## src/rtl/ps2_pkg.sv

```systemverilog
// Shared types and helpers for the PS/2 keyboard-side serializer.
package ps2_pkg;

  typedef enum logic [2:0] {IDLE, HIGH, LOW, GAP, HOLD} state_e;

  localparam int FRAME_BITS = 11;

  function automatic logic odd_parity(input logic [7:0] b);
    return ~^b;
  endfunction

endpackage

```

## src/rtl/ps2_tx_fifo.sv

```systemverilog
// Byte FIFO feeding the PS/2 serializer; registered full/empty flags.
module ps2_tx_fifo #(
  parameter int DEPTH = 16
) (
  input  logic       clk_sys,
  input  logic       rst_n,
  input  logic [7:0] din,
  input  logic       wr,
  input  logic       rd,
  output logic [7:0] dout,
  output logic       full,
  output logic       empty
);

  localparam int AW = $clog2(DEPTH);
  localparam logic [AW:0] CNT_FULL = (AW+1)'(DEPTH);

  logic [7:0]    mem_q [DEPTH];
  logic [AW-1:0] wptr_q, rptr_q;
  logic [AW:0]   cnt_q, cnt_d;
  logic          full_q, empty_q;
  logic          do_wr, do_rd;

  assign do_wr = wr & ~full_q;
  assign do_rd = rd & ~empty_q;

  always_comb begin
    cnt_d = cnt_q;
    case ({do_wr, do_rd})
      2'b10:   cnt_d = cnt_q + 1'b1;
      2'b01:   cnt_d = cnt_q - 1'b1;
      default: cnt_d = cnt_q;
    endcase
  end

  // Pointers are AW bits wide, so they wrap modulo DEPTH on their own.
  always_ff @(posedge clk_sys or negedge rst_n) begin
    if (!rst_n) begin
      wptr_q  <= '0;
      rptr_q  <= '0;
      cnt_q   <= '0;
      full_q  <= 1'b0;
      empty_q <= 1'b1;
    end else begin
      if (do_wr) wptr_q <= wptr_q + 1'b1;
      if (do_rd) rptr_q <= rptr_q + 1'b1;
      cnt_q   <= cnt_d;
      full_q  <= (cnt_d == CNT_FULL);
      empty_q <= (cnt_d == '0);
    end
  end

  always_ff @(posedge clk_sys) begin
    if (do_wr) mem_q[wptr_q] <= din;
  end

  assign dout  = mem_q[rptr_q];
  assign full  = full_q;
  assign empty = empty_q;

endmodule

```

## src/rtl/ps2_kbd_tx.sv

```systemverilog
// Device-side PS/2 transmitter: queues scan-code bytes and clocks them out
// as 11-bit frames, retrying a frame from its start bit after a host inhibit.
module ps2_kbd_tx #(
  parameter int HALF_PERIOD = 3200,
  parameter int GAP_HALVES  = 4,
  parameter int FIFO_DEPTH  = 16
) (
  input  logic       clk_sys,
  input  logic       rst_n,
  input  logic [7:0] din,
  input  logic       wr,
  input  logic       inhibit,
  output logic       ps2_kbd_clk,
  output logic       ps2_kbd_data,
  output logic       busy,
  output logic       full,
  output logic       empty,
  output logic       overflow
);
  import ps2_pkg::*;

  localparam int GAP_CYC = GAP_HALVES * HALF_PERIOD;
  localparam int TW      = (GAP_CYC > HALF_PERIOD) ? $clog2(GAP_CYC + 1) : $clog2(HALF_PERIOD + 1);
  localparam logic [TW-1:0] HP_LAST  = TW'(HALF_PERIOD - 1);
  localparam logic [TW-1:0] GAP_LAST = TW'(GAP_CYC - 1);
  localparam logic [3:0]    LAST_BIT = 4'(FRAME_BITS - 1);

  state_e                  state_q;
  logic [TW-1:0]           tmr_q;
  logic [3:0]              bitcnt_q;
  logic [FRAME_BITS-2:0]   sr_q;
  logic [7:0]              hold_q;
  logic                    retry_q, clk_q, data_q, busy_q, ovf_q;
  logic [7:0]              fifo_dout, tx_byte;
  logic                    fifo_full, fifo_empty;
  logic                    tmr_done, start_ok, load, shift, pop;

  assign tmr_done = (tmr_q == '0);
  assign start_ok = ~inhibit & (retry_q | ~fifo_empty);
  assign load     = (state_q == IDLE) & start_ok;
  assign pop      = load & ~retry_q;
  assign shift    = (state_q == LOW) & tmr_done & (bitcnt_q < LAST_BIT);
  assign tx_byte  = retry_q ? hold_q : fifo_dout;

  ps2_tx_fifo #(.DEPTH(FIFO_DEPTH)) u_fifo (
    .clk_sys (clk_sys),
    .rst_n   (rst_n),
    .din     (din),
    .wr      (wr),
    .rd      (pop),
    .dout    (fifo_dout),
    .full    (fifo_full),
    .empty   (fifo_empty)
  );

  // sr_q holds the bits after the start bit; the start bit goes straight to data_q.
  always_ff @(posedge clk_sys) begin
    if (load) begin
      sr_q   <= {1'b1, odd_parity(tx_byte), tx_byte};
      hold_q <= tx_byte;
    end else if (shift) begin
      sr_q <= {1'b1, sr_q[FRAME_BITS-2:1]};
    end
  end

  always_ff @(posedge clk_sys or negedge rst_n) begin
    if (!rst_n) begin
      state_q  <= IDLE;
      tmr_q    <= '0;
      bitcnt_q <= '0;
      retry_q  <= 1'b0;
      clk_q    <= 1'b1;
      data_q   <= 1'b1;
      busy_q   <= 1'b0;
      ovf_q    <= 1'b0;
    end else begin
      if (wr && fifo_full) ovf_q <= 1'b1;
      case (state_q)
        IDLE: begin
          clk_q  <= 1'b1;
          data_q <= 1'b1;
          if (start_ok) begin
            state_q  <= HIGH;
            tmr_q    <= HP_LAST;
            bitcnt_q <= '0;
            data_q   <= 1'b0;
            busy_q   <= 1'b1;
          end
        end
        // Inhibit only aborts before the stop bit; the stop bit always completes.
        HIGH: begin
          if (inhibit && bitcnt_q < LAST_BIT) begin
            state_q <= HOLD;
            tmr_q   <= HP_LAST;
            retry_q <= 1'b1;
            clk_q   <= 1'b1;
            data_q  <= 1'b1;
          end else if (tmr_done) begin
            state_q <= LOW;
            tmr_q   <= HP_LAST;
            clk_q   <= 1'b0;
          end else begin
            tmr_q <= tmr_q - 1'b1;
          end
        end
        LOW: begin
          if (tmr_done) begin
            clk_q <= 1'b1;
            if (bitcnt_q == LAST_BIT) begin
              state_q <= GAP;
              tmr_q   <= GAP_LAST;
              data_q  <= 1'b1;
              retry_q <= 1'b0;
            end else begin
              state_q  <= HIGH;
              tmr_q    <= HP_LAST;
              bitcnt_q <= bitcnt_q + 1'b1;
              data_q   <= sr_q[0];
            end
          end else begin
            tmr_q <= tmr_q - 1'b1;
          end
        end
        GAP: begin
          if (tmr_done) begin
            state_q <= IDLE;
            busy_q  <= 1'b0;
          end else begin
            tmr_q <= tmr_q - 1'b1;
          end
        end
        HOLD: begin
          if (inhibit) begin
            tmr_q <= HP_LAST;
          end else if (tmr_done) begin
            state_q <= IDLE;
            busy_q  <= 1'b0;
          end else begin
            tmr_q <= tmr_q - 1'b1;
          end
        end
        default: begin
          state_q <= IDLE;
          busy_q  <= 1'b0;
          clk_q   <= 1'b1;
          data_q  <= 1'b1;
        end
      endcase
    end
  end

  assign ps2_kbd_clk  = clk_q;
  assign ps2_kbd_data = data_q;
  assign busy         = busy_q;
  assign full         = fifo_full;
  assign empty        = fifo_empty;
  assign overflow     = ovf_q;

endmodule

```

## config.mk

```make
export PLATFORM = sky130hd
export DESIGN_NAME = ps2_kbd_tx
export DESIGN_NICKNAME = d
export VERILOG_FILES = /design/src/rtl/ps2_pkg.sv /design/src/rtl/ps2_tx_fifo.sv /design/src/rtl/ps2_kbd_tx.sv
export SDC_FILE = /design/constraint.sdc
export NUM_CORES = 1
export LEC_CHECK = 0
export CORE_MARGIN = 2
export CORE_UTILIZATION = 67
export CTS_CLUSTER_SIZE = 28
export DETAILED_ROUTE_END_ITERATION = 16
export HOLD_SLACK_MARGIN = 0.03
export PLACE_DENSITY = 0.93
export SLEW_MARGIN = 20
export SYNTH_ARGS = -nofsm -noshare
export SYNTH_HDL_FRONTEND = slang
export SYNTH_HIERARCHICAL = 1
export SYNTH_SLANG_ARGS = --single-unit
```

## constraint.sdc

```tcl
create_clock -name clk_sys -period 7.7 [get_ports clk_sys]
set_input_delay 1.54 -clock clk_sys [delete_from_list [all_inputs] [get_ports clk_sys]]
set_output_delay 1.54 -clock clk_sys [all_outputs]
set_load 0.02 [all_outputs]
```

==> results.sh <==
export IMPL_clk_insertion_delay_late_ns=0.44
export IMPL_fp_row_count=40
export IMPL_grt_max_degree=42
export IMPL_ys_flop_type="edfxtp_1"
export IMPL_critical_path_class="in2reg"
export IMPL_setup_slack_ns=2.79
export IMPL_cp_max_fo=13
export IMPL_synth_top_area_share_pct=52.8
export IMPL_p_leak_nw=3.12
export IMPL_start_util_pct=68.6
export IMPL_r2r_start="state_q[1]"
export IMPL_cts_buffers=17
export IMPL_post_place_ws_ns=2.57
export IMPL_die_width_um=115
export IMPL_synth_edff_count=145
export IMPL_maxCapViolCount=0
export IMPL_nets=587
export IMPL_start_kind="input pin"
export IMPL_synth_nets=574
export IMPL_grt_total_usage_pct=28.5
export IMPL_synthTopCellsByArea="edfxtp_1 53%, dfrtp_1 12%, mux4_2 11%"
export IMPL_p_int_w=0.00211
export IMPL_antenna_found_initial=0
export IMPL_wl_um=17200
export IMPL_pwr_share_comb_pct=29.1
export IMPL_max_freq_mhz=204
export IMPL_post_cts_buffers=0
export IMPL_async_flop_share_pct=22.0
export IMPL_h_tree_depth=4
export IMPL_ctsRootBufferMaster="clkbuf_16"
export IMPL_place_congestion=0.919
export IMPL_timing_hold_violations_final=0
export IMPL_cts_resized_gates=0
export IMPL_p_sw_w=0.00104
export IMPL_post_drt_wl_per_cell_um=23.8
export IMPL_synth_common_cells="145 x edfxtp_1, 62 x nor2_1, 40 x mux4_2, 38 x dfrtp_1, 24 x nand2_1"
export IMPL_postSynthAreaPerCell_um2=15.0
export IMPL_die_area_um2=13200
export IMPL_rsz0062_at_grt="no"
export IMPL_clk_pin_slew_ns=0.08
export IMPL_ios=18
export IMPL_r2r_cells=9
export IMPL_grt_remaining_overflow=0
export IMPL_critPathRequiredTime_ns=8.07
export IMPL_firstDrtPassIters=5
export IMPL_drt_iter0_drc=831
export IMPL_cp_end_kind="register"
export IMPL_worst_ep_arrival_time_ns=5.28
export IMPL_dieHeight_um=115
export IMPL_worstMarginPinSlew_ns=0.969
export IMPL_core_region_area_um2=12000
export IMPL_seq_power_share_pct=44.1
export IMPL_fin_crit_sh_pct=63.7
export IMPL_detail_route_antenna_nets=0
export IMPL_timing_rr_end="u_fifo/full"
export IMPL_dp_hpwl_um=10800
export IMPL_hold_class="reg2reg"
export IMPL_ys_seq_area_share_pct=65.3
export IMPL_via_per_inst=6.74
export IMPL_clkSinkCount=186
export IMPL_status="finished, final reports clean"
export IMPL_cts_tree="yes"
export IMPL_syn_area_um2=8250
export IMPL_yosysWarnings=6
export IMPL_fin_tns_setup_ns=0
export IMPL_grt_pass1_vias=4840
export IMPL_synth_most_common_cell="edfxtp_1"
export IMPL_drive_gt1_share_pct=18.1
export IMPL_ys_seq_elements=186
export IMPL_area_growth_pct=10.3
export IMPL_io_buffers=17
export IMPL_clkPwrFrac_pct=26.8
export IMPL_setup_viol=0
export IMPL_worstSetupStartpoint="inhibit"
export IMPL_hold_buffers=0
export IMPL_finalCriticalPeriod_ns=4.91
export IMPL_cts_path_max_buffers=2
export IMPL_ir_worst_vdd_mv=0.234
export IMPL_worst_hold_slack_ns=0.484
export IMPL_r2r_slack_ns=3.82
export IMPL_vias=4871
export IMPL_min_from="ps2_kbd_data"
export IMPL_drc=0
export IMPL_switching_share_pct=32.9
export IMPL_final_max_slew_viol_count=0
export IMPL_yosysTopAreaCell="edfxtp_1"
export IMPL_grt_pass1_wl_um=27100
export IMPL_synth_cells=549
export IMPL_relSlewSlack_pct=35.2
export IMPL_cellPowerDensity_nw_per_um2=346
export IMPL_critical_path_endpoint="u_fifo/full"
export IMPL_skew_ns=0.0131
export IMPL_ys_types=64
-- metal layers --
metal,GRT usage [%],vias to the layer above,wire (um)
li1,-,2154,-
met1,38.6,2414,6850
met2,46.6,274,8920
met3,6.59,29,1140
met4,10.0,0,340
met5,0,-,0
-- how the worst min path moves through the flow --
stage / slack [ns] / cells past startpoint / end
2_1_floorplan: 0.46 / 1 / u_fifo/cnt_q[4]
3_3_place_gp: 0.44 / 1 / overflow
3_5_place_dp: 0.47 / 2 / ps2_kbd_data
4_1_cts: 0.48 / 2 / ps2_kbd_data
5_1_grt: 0.52 / 1 / u_fifo/cnt_q[4]
6_report: 0.48 / 2 / ps2_kbd_data
-- stage by stage --
step                cell area, um^2  power, W  utilization (%)  cells
CTS                            9090   0.00315             75.7    722
finish                         9100   0.00315             75.7    723
global placement               8520   0.00222             70.9    690
detailed placement             8520   0.00230             70.9    690
global route                   9090   0.00328             75.7    722
floorplan                      8250   0.00205                -    549
-- cells in the final DEF, fill, tap and decap left out, types with 16 or more instances in the layout --
master	n
mux4_2	40
clkbuf_16	17
nor2_1	62
o21ai_0	18
nor3_1	16
clkdlybuf4s50_1	16
dfrtp_1	37
edfxtp_1	145
nand2_1	24
-- flip-flops by register name, indices dropped and copies added (netlist names) --
| register | flops |
|---|---|
| u_fifo/mem_q | 128 |
| tmr_q | 14 |
| sr_q | 9 |
| hold_q | 8 |
| u_fifo/cnt_q | 5 |
| bitcnt_q | 4 |
| u_fifo/rptr_q | 4 |
| u_fifo/wptr_q | 4 |
| state_q | 3 |
| busy | 1 |
| overflow | 1 |
| ps2_kbd_clk | 1 |
| ps2_kbd_data | 1 |
| retry_q | 1 |
| u_fifo/empty | 1 |
| u_fifo/full | 1 |
-- critical path, cell delays in order --
cell and delay (ns):
clkdlybuf4s50_1 0.62, nor2_1 0.26, nand2_1 0.28, nor2_1 0.20
nor2b_1 0.48, ha_1 0.50, ha_1 0.37, or4b_1 0.55
a311o_1 0.34, nor2b_1 0.13
-- power groups by stage --
stage / clock network [W] / logic (W) / registers (W)
6_report: 0.000843 / 0.000917 / 0.00139
5_1_grt: 0.000888 / 0.000993 / 0.00140
4_1_cts: 0.000854 / 0.000912 / 0.00139
3_5_place_dp: 0 / 0.000896 / 0.00140
3_3_place_gp: 0 / 0.000837 / 0.00138
2_1_floorplan: 0 / 0.000701 / 0.00135
-- layout make-up --
type                       instances  area [um^2]
antenna                            1         2.50
clock buffer                      17          425
clock inverter                    15          146
fill                             646         2920
inverter                          13         48.8
multi-input combinational        321         2690
sequential                       186         5390
tap                              147          184
timing repair buffer              23          210
-- logic make-up after synthesis --
logic type,Yosys count,share of synthesized area (%)
mux,53,12.7
simple gates,155,9.45
flops,186,65.3
buf+inv,42,2.03
xor+xnor,20,2.12
compound gates,80,6.43
fa+ha+maj,13,1.97
(Power assumes the default switching activity.)
